## config.mk

```make
export PLATFORM = sky130hd
export DESIGN_NAME = sram_read_tracker
export DESIGN_NICKNAME = d
export VERILOG_FILES = /design/src/rtl/sram_read_tracker.sv
export SDC_FILE = /design/constraint.sdc
export NUM_CORES = 1
export LEC_CHECK = 0
export ABC_AREA = 1
export BUFFER_PORTS_ARGS = -buffer_cell sky130_fd_sc_hd__buf_4
export CAP_MARGIN = 15
export CELL_PAD_IN_SITES_DETAIL_PLACEMENT = 1
export CELL_PAD_IN_SITES_GLOBAL_PLACEMENT = 1
export CORE_MARGIN = 2
export CORE_UTILIZATION = 38
export DETAILED_ROUTE_END_ITERATION = 10
export PLACE_DENSITY_LB_ADDON = 0.1
export SLEW_MARGIN = 20
export SYNTH_ARGS = -nofsm -noshare
export SYNTH_HDL_FRONTEND = slang
export SYNTH_SLANG_ARGS = --single-unit
```

## constraint.sdc

```tcl
create_clock -name sram_clock -period 3.28 [get_ports sram_clock]
set_input_delay 0.82 -clock sram_clock [delete_from_list [all_inputs] [get_ports sram_clock]]
set_output_delay 0.82 -clock sram_clock [all_outputs]
set_load 0.01 [all_outputs]
```

## src/rtl/sram_read_tracker.sv

```systemverilog
// Tracks in-order SRAM reads for two requesters: tags each issued read with its port,
// routes returning data to that port's FIFO one cycle later, and meters per-port FIFO credits.
module sram_read_tracker #(
  parameter int MAX_OUTSTANDING = 8,
  parameter int CREDITS         = 16
) (
  input  logic                               sram_clock,
  input  logic                               reset,
  input  logic                               issue_valid,
  input  logic                               issue_port,
  output logic                               issue_ready,
  input  logic [31:0]                        sram_data_out,
  input  logic                               sram_data_out_valid,
  output logic [31:0]                        r0_data_din,
  output logic [31:0]                        r1_data_din,
  output logic                               r0_data_wr_en,
  output logic                               r1_data_wr_en,
  input  logic                               r0_credit_ret,
  input  logic                               r1_credit_ret,
  output logic [$clog2(MAX_OUTSTANDING):0]   outstanding,
  output logic                               idle,
  output logic                               orphan_err,
  output logic                               credit_err
);

  localparam int PTR_W  = $clog2(MAX_OUTSTANDING);
  localparam int CNT_W  = PTR_W + 1;
  localparam int CRED_W = $clog2(CREDITS + 1);
  localparam logic [CNT_W-1:0]  MAX_CNT  = CNT_W'(MAX_OUTSTANDING);
  localparam logic [CRED_W-1:0] CRED_MAX = CRED_W'(CREDITS);

  logic                tag_q [MAX_OUTSTANDING];
  logic [PTR_W-1:0]    wr_ptr_q, rd_ptr_q;
  logic [CNT_W-1:0]    cnt_q, cnt_d;
  logic [CRED_W-1:0]   credit_q [2];
  logic [CRED_W-1:0]   credit_d [2];
  logic [31:0]         din_q [2];
  logic [31:0]         din_d [2];
  logic [1:0]          wr_en_q, wr_en_d;
  logic                orphan_q, credit_err_q;
  logic                cerr_set;

  logic       accept, ret, orphan, head;
  logic [1:0] cret;

  assign cret = {r1_credit_ret, r0_credit_ret};

  // Readiness looks only at registered state, so a same-cycle return never opens a slot.
  assign issue_ready = !reset && (cnt_q < MAX_CNT) && (credit_q[issue_port] != '0);
  assign accept      = issue_valid && issue_ready;
  assign ret         = sram_data_out_valid && (cnt_q != '0);
  assign orphan      = sram_data_out_valid && (cnt_q == '0);
  assign head        = tag_q[rd_ptr_q];

  // NOTE: every variable gets a default at the top of always_comb so no latch is inferred.
  always_comb begin
    cnt_d    = cnt_q;
    wr_en_d  = '0;
    din_d    = din_q;
    credit_d = credit_q;
    cerr_set = 1'b0;

    if (accept && !ret)      cnt_d = cnt_q + CNT_W'(1);
    else if (ret && !accept) cnt_d = cnt_q - CNT_W'(1);

    if (ret) begin
      wr_en_d[head] = 1'b1;
      din_d[head]   = sram_data_out;
    end

    for (int p = 0; p < 2; p++) begin
      if (cret[p] && !(accept && (issue_port == 1'(p)))) begin
        if (credit_q[p] == CRED_MAX) cerr_set = 1'b1;
        else                         credit_d[p] = credit_q[p] + CRED_W'(1);
      end else if (!cret[p] && accept && (issue_port == 1'(p))) begin
        credit_d[p] = credit_q[p] - CRED_W'(1);
      end
    end
  end

  // NOTE: state registers use non-blocking assignments so all updates see pre-edge values.
  always_ff @(posedge sram_clock) begin
    if (reset) begin
      wr_ptr_q     <= '0;
      rd_ptr_q     <= '0;
      cnt_q        <= '0;
      wr_en_q      <= '0;
      orphan_q     <= 1'b0;
      credit_err_q <= 1'b0;
      for (int p = 0; p < 2; p++) begin
        credit_q[p] <= CRED_MAX;
        din_q[p]    <= '0;
      end
    end else begin
      if (accept) wr_ptr_q <= wr_ptr_q + PTR_W'(1);
      if (ret)    rd_ptr_q <= rd_ptr_q + PTR_W'(1);
      cnt_q        <= cnt_d;
      wr_en_q      <= wr_en_d;
      din_q        <= din_d;
      credit_q     <= credit_d;
      orphan_q     <= orphan_q | orphan;
      credit_err_q <= credit_err_q | cerr_set;
    end
  end

  // NOTE: the tag storage is not reset; entries are only read between their push and pop.
  always_ff @(posedge sram_clock) begin
    if (accept) tag_q[wr_ptr_q] <= issue_port;
  end

  assign r0_data_din   = din_q[0];
  assign r1_data_din   = din_q[1];
  assign r0_data_wr_en = wr_en_q[0];
  assign r1_data_wr_en = wr_en_q[1];
  assign outstanding   = cnt_q;
  assign idle          = (cnt_q == '0);
  assign orphan_err    = orphan_q;
  assign credit_err    = credit_err_q;

endmodule

```

After elaboration in Yosys (flattened, before gate mapping):

Memories as Yosys holds them, arrays and structs flattened. A register that Yosys moved wholly into a read port is not among the register bits.
Cells that the tools add are included.

* word-level logic and storage cells: 92
* input port bits: 39
* register bits after elaboration: 88
* memories kept: 1
* memory bits (writable): 8
* output and inout port bits: 74

Memory list
* tag_q: words 8, width 1, rd ports 1, clocked after Yosys merged registers in 1, write ports 1, RTL line 32 `logic tag_q [MAX_OUTSTANDING];`

* equal/unequal tests: 4
* $lt $le $gt $ge: 6
* mux-type cells: 24
* $add $sub $neg: 8
* reduce and logical (&&, ||, !) cells: 33
* bitwise gates (word level): 6

Operators by type and width (number)
* 64-bit bitwise mux: 1
* 5-bit 2-to-1 mux: 9
* 32-bit demux with 1-bit select: 1
* 32-bit 2-to-1 mux: 1
* 1-bit logical AND: 17
* 5-bit by 1-bit adder with 5-bit output, second input constant: 2
* 5-bit equality test, second input constant: 2
* 5-bit by 1-bit subtractor with 5-bit output, second input constant: 2
* 4-bit 2-to-1 mux: 2
* 1-bit logical NOT: 7
* 1-bit 2-to-1 mux: 7
* 3-bit by 1-bit adder with 3-bit output, second input constant: 2
* 3-bit 2-to-1 mux: 2
* 2-bit nonzero test: 3
* 5-bit nonzero test: 1
* 4-bit by 1-bit adder with 4-bit output, second input constant: 1
* 2-bit greater-or-equal comparator, second input constant: 2
* 4-bit logical NOT: 1
* 4-bit < comparator, second input constant: 1
* 2-bit inequality test, second input constant: 2
* 1-bit NOT with 2-bit output: 2
* 2-bit AND reduction: 2
* 4-bit nonzero test: 1
* 4-bit by 1-bit subtractor with 4-bit output, second input constant: 1
* 7 further kinds: 9

Longest topological paths before layout:

Gate-level depths: netlist (run 1).

* depth in word-level cells: 14
* depth in mapped cells: 17
* mapped depth without buffers: 17

Least setup slack after synthesis (run 1):

OpenSTA, ideal clock, no wires.

* kind: input -> register
* start point: in reset
* end point: reg cnt_q[3], in the netlist outstanding[3]
* slack: 543 ps
* data arrival time: 2680 ps
* required time: 3222 ps
* library setup time: 58 ps
* cell stages on the path: 17
* buffers on the path: 1
* cells stage by stage: clkbuf_1 -> nor2_2 -> nand2_1 -> nor2_4 -> nand2_1 -> inv_1 -> ha_1 -> inv_1 -> ha_1 -> nand2_1 -> nand2_1 -> a21oi_1 -> nor2_1 -> nor2_1 -> nand2_1 -> a21oi_1 -> o21a_1

* word-level cells in the longest chain between the ends: 7
* elaborated cells on any way between the ends: 9
* those cells by class: mux (1); reduce/logical (8)

RTL lines
* from (decl): RTL line 8 `input logic reset,`
* 1-bit logical NOT *: RTL line 49 `assign issue_ready = !reset && (cnt_q < MAX_CNT) && (credit_q[issue_port] != '0);`
* 1-bit logical AND * (2 in series): RTL line 49
* net issue_ready: RTL line 11 `output logic issue_ready,`
* 1-bit logical AND *: RTL line 50 `assign accept = issue_valid && issue_ready;`
* net accept: RTL line 43 `logic accept, ret, orphan, head;`
* 1-bit logical NOT: RTL line 64 `else if (ret && !accept) cnt_d = cnt_q - CNT_W'(1);`
* 1-bit logical AND: RTL line 64
* 2-bit nonzero test (no line)
* to (signal assigned): RTL line 97 `cnt_q <= cnt_d;`
* to (decl): RTL line 34 `logic [CNT_W-1:0] cnt_q, cnt_d;`

The timed path passes the listed nets; every way through them passes the cells marked *.
A chain may end at the register's enable or synchronous reset.

Worst setup path in the final report (run 1):

* start point: in issue_port
* end point: reg cnt_q[3], in the netlist outstanding[3]

* word-level cells in the longest chain between the ends: 10
* elaborated cells on any way between the ends: 12
* those cells by class: mux (4); bitwise (1); reduce/logical (7)

RTL lines
* from (decl): RTL line 10 `input logic issue_port,`
* 1-bit NOT with 2-bit output (implied by the code) *: RTL line 49
* 5-bit 2-to-1 mux (implied by the code) * (3 in series): RTL line 49
* 5-bit nonzero test *: RTL line 49
* 1-bit logical AND *: RTL line 49
* 1-bit logical AND *: RTL line 50
* net accept: RTL line 43
* 1-bit logical NOT: RTL line 64
* 1-bit logical AND: RTL line 64
* 2-bit nonzero test (no line)

The timed path passes the listed nets; every way through them passes the cells marked *. The select of a mux whose other input is x is not followed.

==> results of run 1 <==
-- worst max-delay path: stages --
cell and delay [ns]:
sky130_fd_sc_hd__buf_4 0.15, sky130_fd_sc_hd__nor2_1 0.05, sky130_fd_sc_hd__nand3_1 0.08, sky130_fd_sc_hd__nand2_1 0.08
sky130_fd_sc_hd__nor2_4 0.14, sky130_fd_sc_hd__nand2_1 0.14, sky130_fd_sc_hd__inv_1 0.12, sky130_fd_sc_hd__ha_1 0.19
sky130_fd_sc_hd__inv_1 0.10, sky130_fd_sc_hd__ha_1 0.28, sky130_fd_sc_hd__nand2_1 0.06, sky130_fd_sc_hd__nand2_1 0.04
sky130_fd_sc_hd__a21oi_1 0.16, sky130_fd_sc_hd__nor2_1 0.07, sky130_fd_sc_hd__nor2_1 0.10, sky130_fd_sc_hd__nand2_1 0.08
sky130_fd_sc_hd__a21oi_1 0.12, sky130_fd_sc_hd__o21a_1 0.13
-- cell families after synthesis --
| logic type | synth area share |
|---|---|
| AO/OA/AOI/OAI | 0.132 |
| XOR/XNOR | 0.0102 |
| adder cells (fa/ha/maj) | 0.0488 |
| buffers and inverters | 0.0872 |
| flip-flops | 0.479 |
| multiplexers | 0.00233 |
| AND/OR/NAND/NOR | 0.240 |
-- synthesized netlist by cell type, drive strengths merged --
library cell / instances
ha: 12
mux2i: 1
dfxtp: 91
a21oi: 47
fa: 3
nand3: 48
o21ai: 49
inv: 37
xor2: 5
edfxtp: 8
buf: 17
o21a: 1
o21bai: 1
nand4: 5
o211ai: 1
nor2: 104
nor3: 2
nand3b: 1
clkbuf: 9
nand2: 69
a21o: 1
a31oi: 3
-- area by class of cell --
type,count,area (µm²)
Fill cell,1329,5530
Sequential cell,99,2060
Multi-Input combinational cell,353,1870
Clock inverter,3,21.3
Tap cell,140,175
Inverter,37,146
Clock buffer,13,260
Timing Repair Buffer,116,871
-- metal layers --
metal	vias up	share of wire	track usage
met3	12	0.044	0.0456
met1	1818	0.46	0.247
met4	0	0.016	0.0742
li1	1884	-	-
met2	82	0.48	0.319
met5	-	0	0
-- flip-flops by register name, indices dropped and copies added (netlist names), named ones only --
register / flops
rd_ptr_q: 3
outstanding: 4
r1_data_din: 32
credit_err: 1
r0_data_din: 32
wr_ptr_q: 3
wr_en_q: 2
credit_q: 10
tag_q: 8
orphan_err: 1
-- metrics by stage --
stage          instances  hold slack (ns)  worst slack, ns  instance area, µm²  utilization
2_1_floorplan        515            0.429            0.543                4300            -
3_3_place_gp         745            0.439            0.429                5120        0.468
3_5_place_dp         745            0.446            0.282                5120        0.468
4_1_cts              761            0.463            0.632                5400        0.494
5_1_grt              761            0.479            0.350                5400        0.494
6_report             761            0.461            0.649                5400        0.494
-- power groups by stage --
stage	clock network, mW	logic (mW)	registers [mW]
final	1.01	1.90	1.77
after floorplan	0	1.25	1.87
after global routing	1.08	2.14	1.82
after detailed placement	0	1.92	1.80
after CTS	1.04	1.94	1.78
after global placement	0	1.87	1.79
-- final timing paths --
path	startpoint	to	slack, ns	depth (start not counted)
max	issue_port	outstanding[3]	0.65	18
max reg2reg	credit_q[5]	outstanding[3]	0.79	17
min reg2reg	credit_q[4]	credit_q[4]	0.46	2
min	credit_q[4]	credit_q[4]	0.46	2
==> summary by stage, run 1 <==
Synth
In this run, distinct cell masters in the synthesized netlist total 38. The number of nets in the synthesized netlist is 569. The sequential cell area fraction in the yosys report is 0.479. A synthesized cell averages 8.36 µm². The total of flip-flops plus latches after synthesis is 99. Sorting the synthesized cells by area gives the leading types as sky130_fd_sc_hd__dfxtp_1 (42%), sky130_fd_sc_hd__nor2_1 (7.9%), sky130_fd_sc_hd__edfxtp_1 (5.6%). Of the post-synthesis cell area, the dominant cell type holds 0.423. The yosys synthesis warning count is 0.

Summing every instance area after synthesis gives 0.00430 mm². The largest total area in the synthesized netlist belongs to sky130_fd_sc_hd__dfxtp_1. The instance count of the mapped netlist is 515.

Route
The routed via count divided by cell count is 4.99. The first-pass detailed-route iteration total is 4. In the routed design, unresolved DRC markers number 0.

The per-cell routed wire length is 15.3 µm. The total vias in the final route is 3,796. The number of nets still failing antenna checks after routing is 0. Wires add up to 11,700 µm. The count of routing violations after the opening detailed-route iteration is 108.

Die
The effective utilization at floorplan is 0.394. The overall die width is 110 µm. The floorplan has 38 rows. 113 I/O pins were placed. The area enclosed by the die boundary is 0.0122 mm². The total area inside the core boundary comes to 0.0109 mm². From bottom edge to top edge, the die measures 110 µm.

Clock network
The number of gates resized after CTS was 0. The clock slew at the register clock pins of the worst setup and hold paths is 0.06 ns. Counting the buffers created by CTS gives 9. Counting along the longest clock path gives a buffer depth of 2. In this run the clock root is driven by a sky130_fd_sc_hd__clkbuf_16. The setup fix buffers added after clock tree synthesis is 0. The quantity of hold-fixing buffers added after cts is 0. TritonCTS built the clock tree. Counting every sink on the clock net gives 99. The later pin in the worst-skew pair is clocked with a latency of 0.34 ns. The number of H-tree levels is 3.

Final layout
The repair_antennas step left the layout with diodes totalling 0. The library cell used most frequently in the layout, excluding fill and tap cells, is sky130_fd_sc_hd__buf_4. The library cells used most frequently in the layout, excluding fill and tap cells, are sky130_fd_sc_hd__buf_4 (116), sky130_fd_sc_hd__nor2_1 (91), sky130_fd_sc_hd__dfxtp_1 (91), sky130_fd_sc_hd__nand2_1 (55), sky130_fd_sc_hd__nand3_1 (47). In the final layout, the share of cells above drive strength 1 is 0.279.

The area overhead of the layout relative to synthesis is 25.5%. The layout net count is 670.

Timing
For the final routed database, the setup TNS stands at 0 ns. Setup repair after global routing left no endpoint under its margin. The count of pins over their slew limit is 0. Dividing the final minimum period by the clock period gives 0.802.

In this run the tightest slew margin relative to its limit is 0.642. The clock skew is 0.00458 ns. The post-route minimum period is 2.63 ns. The timing-limited maximum frequency is 380 MHz. The total count of hold-check failures in the final report is 0. Setup violations remaining at the end of the flow were counted as 0. For the pin with the worst max-slew slack, the measured transition is 0.536 ns.

Pwr
The design internal power is 2.87 mW. Of the total power, combinational logic draws 0.406. The switching part of the total power is 0.387. IR analysis of the VDD net gives a maximum drop of 0.441 mV.

The analysis attributes to cell leakage a power of 2.36 nW. The total power density per cell area is 867 mW/mm². For this design the total switching power over the nets is 1.81 mW. The part of the power in registers is 0.379. The share of total power dissipated in the clock network is 0.215. The sum of internal, switching and leakage power is 4.68 mW.

GRT
The global-route wire length before repair is 19,300 µm. The total track usage is 0.194. The number of global-route vias before repair is 3,848.

The largest net degree at the start of global routing is 42. The global route total overflow is 0. The number of antenna violations at the first check in global routing is 0.

Setup path
The worst endpoint data arrival time is 2.93 ns. The kind of end point of the critical path is a flop. The largest fanout on the critical path is 13. The kind of launch point of the worst setup path is an input pin. The worst path required time is 3.58 ns. The worst setup path is of the in2reg kind.

Run
Max-cap violations in this run came to 0.

Hold path
The classification of the worst-slack hold path is reg2reg.

Placed design
The routability congestion estimate is 0.743. The HPWL after detailed placement is 8180 µm. The number of buffer cells added on primary ports is 112.

Status
The run finished with clean final reports.
No activity file was read; power rests on OpenSTA's default activity.
==> run 2, diff against run 1 <==
==> constraint.sdc (replaced) <==
create_clock -name sram_clock -period 2.6 [get_ports sram_clock]
set_input_delay 0.65 -clock sram_clock [delete_from_list [all_inputs] [get_ports sram_clock]]
set_output_delay 0.65 -clock sram_clock [all_outputs]
set_load 0.01 [all_outputs]
==> run 2 against run 1 <==
Effect of this change: die area stayed put; sequential share of layout area decreased by 0.17 points; register-to-register slack lost 0.50 ns; via count is 1.4% higher; routed wire length is 2.6% higher; critical path type is now reg2reg.
==> summary by stage, run 2 (synthesized netlist as in run 1, its figures left out) <==
Timing
Setup repair after global routing left no endpoint under its margin. The clock skew is 0.00729 ns (+0.00271 ns). The hold slack was 0.463 ns (+0.00267 ns).

The count of pins over their slew limit came to 0 (unchanged). The number of endpoints failing setup at the final stage is 0 (unchanged). The post-route setup TNS came to 0 ns (unchanged). The total count of hold-check failures in the final report is 0 (unchanged).

The worst-case setup margin in the final layout came to 0.286 ns (-0.363 ns). The post-route minimum period is 2.31 ns. The timing-limited maximum frequency is 432 MHz. The worst relative slew slack is 0.640 (-0.00269). The transition at the pin with the smallest max-transition slack is 0.540 ns (+0.00404 ns). The part of the cycle the worst path needs is 0.890.

Final layout
The utilization of the core after routing is 0.498 (+0.00366). The layout net count is 675 (+0.75%). The most common library cell in the layout ignoring fill and taps is sky130_fd_sc_hd__buf_4. The area overhead of the layout relative to synthesis is 26.5%. The number of cells in the finished layout apart from fillers is 765 (+0.53%). The final antenna diode count is 0 (unchanged). Leaving out fill and tap cells, the most frequent cells in the layout are sky130_fd_sc_hd__buf_4 (121), sky130_fd_sc_hd__nor2_1 (89), sky130_fd_sc_hd__dfxtp_1 (86), sky130_fd_sc_hd__nand2_1 (54), sky130_fd_sc_hd__nand3_1 (47). The share of post-route cells with drive strength above 1 is 0.298 (+0.0190). The final non-filler cell area was 0.00544 mm² (+0.74%).

Pwr
The net switching power is 2.32 mW (+28%). The portion of total power attributed to combinational logic is 0.417 (+0.011). The switching part of the total power came to 0.390 (+0.00273).

The total power density per cell area came to 1090 mW/mm² (+26%). The design internal power is 3.62 mW (+26%). The part of the power in registers is 0.379 (about the same). The sum of internal, switching and leakage power was 5.94 mW (+27%). The largest voltage drop on the vdd net is 0.406 mV (-7.8%).

The clock power share is 0.204 (-0.011). The leakage component of the power was 2.39 nW (+1.0%).

Placed design
The routability congestion estimate is 0.745 (+0.23%). The worst setup slack before clock tree synthesis is -0.0990 ns (-0.381 ns). The half-perimeter wire length after placement is 8480 µm (+3.6%). The placed instance area came to 0.00516 mm² (+0.73%). The total placed cells including tap cells is 750 (+0.67%).

The number of buffer cells added on primary ports is 112 (unchanged).

Setup path
The kind of launch point of the worst setup path is a flop. The worst setup path category is reg2reg. The depth of the worst register-to-register path is 17 (unchanged). The worst path required time is 2.88 ns (-0.70 ns). The kind of end point of the critical path is a flop. The largest fanout on the critical path is 4 (-9).

The worst endpoint data arrival time is 2.60 ns (-0.33 ns).

GRT
The total track usage was 0.201 (+0.00671). The global-route wire length before repair is 20,000 µm (+3.6%). The number of global-route vias before repair was 4,095 (+6.4%).

The global route total overflow is 0 (unchanged). The number of antenna violations at the first check in global routing is 0 (unchanged). The largest net degree at the start of global routing is 42 (unchanged).

Status
The flow ran to the end, and the final reports show no timing, DRC or antenna violations.

Die
The effective utilization at floorplan was 0.394 (unchanged). The floorplan core area was 0.0109 mm² (unchanged). The number of placement rows is 38 (unchanged). The height of the die was 110 µm (unchanged).

The overall die width is 110 µm (unchanged). The I/O pin count is 113 (unchanged). The area enclosed by the die boundary is 0.0122 mm² (unchanged).

Clock network
The clock slew at the register clock pins of the worst setup and hold paths is 0.06 ns (about the same). The maximum number of buffers from clock root to sink is 2 (unchanged). The root buffer selected by CTS is sky130_fd_sc_hd__clkbuf_16. TritonCTS built the clock tree. The number of clock sinks seen by CTS is 99 (unchanged). The insertion delay of the later-clocked pin in the worst-skew pair was 0.34 ns (about the same). The number of H-tree levels is 3 (unchanged). The setup fix buffers added after clock tree synthesis was 0 (unchanged).

The number of CTS-inserted buffers is 9 (unchanged).

Hold path
The cell count of the worst hold path is 2 (unchanged). The classification of the worst-slack hold path is reg2reg.

Route
The per-cell routed wire length is 15.6 µm (+2.1%). The routed wire length is 12,000 µm (+2.6%). The number of nets still failing antenna checks after routing is 0 (unchanged). The total vias in the final route is 3,850 (+1.4%). The number of design rule violations left after detail routing is 0 (unchanged). The routed via count divided by cell count is 5.03 (+0.89%). The count of routing violations after the opening detailed-route iteration is 139 (+29%).

The first-pass detailed-route iteration total is 5 (+1).

Run
The max-cap check violation count is 0 (unchanged).
-- run 2: power by group through the flow --
stage          logic (mW)  registers [mW]  clock network [mW]
3_3_place_gp         2.39            2.25                   0
4_1_cts              2.49            2.24                1.26
5_1_grt              2.79            2.30                1.32
6_report             2.48            2.25                1.21
2_1_floorplan        1.57            2.35                   0
3_5_place_dp         2.48            2.27                   0
-- run 2: worst max-delay path, cell delays in order (launching register included) --
cell and delay [ns]:
sky130_fd_sc_hd__dfxtp_2 0.34, sky130_fd_sc_hd__nor2_1 0.15, sky130_fd_sc_hd__nand2_2 0.10, sky130_fd_sc_hd__nor2_4 0.13
sky130_fd_sc_hd__nor2_4 0.06, sky130_fd_sc_hd__nand2_1 0.08, sky130_fd_sc_hd__inv_1 0.08, sky130_fd_sc_hd__ha_1 0.22
sky130_fd_sc_hd__inv_1 0.12, sky130_fd_sc_hd__ha_1 0.24, sky130_fd_sc_hd__nand2_1 0.06, sky130_fd_sc_hd__nand2_1 0.06
sky130_fd_sc_hd__a21oi_2 0.14, sky130_fd_sc_hd__nor2_1 0.05, sky130_fd_sc_hd__nor2_1 0.08, sky130_fd_sc_hd__nand2_1 0.07
sky130_fd_sc_hd__a21oi_1 0.13, sky130_fd_sc_hd__o21a_1 0.14
-- run 2: final cells by class --
| type | instances | area [µm²] |
|---|---|---|
| fill | 1324 | 5490 |
| multi-input combinational | 353 | 1880 |
| sequential | 99 | 2070 |
| clock inverter | 3 | 15.0 |
| inverter | 37 | 146 |
| clock buffer | 12 | 246 |
| tap | 140 | 175 |
| timing repair buffer | 121 | 908 |
-- run 2: what timing repair did --
item,CTS,global route
resized for setup,0,10
hold buffers,0,0
setup endpoints to repair,0,1
-- run 2: layer usage --
| layer | GRT usage | vias up | part of all wire |
|---|---|---|---|
| met5 | 0 | - | 0 |
| met4 | 0.0775 | 0 | 0.016 |
| met3 | 0.0417 | 15 | 0.040 |
| met2 | 0.345 | 81 | 0.49 |
| met1 | 0.246 | 1856 | 0.45 |
| li1 | - | 1898 | - |
-- run 2: worst paths after layout --
check | from | to | slack [ns]
max reg2reg | credit_q[1] | outstanding[3] | 0.29
max | credit_q[1] | outstanding[3] | 0.29
min | orphan_err | orphan_err | 0.46
min reg2reg | orphan_err | orphan_err | 0.46
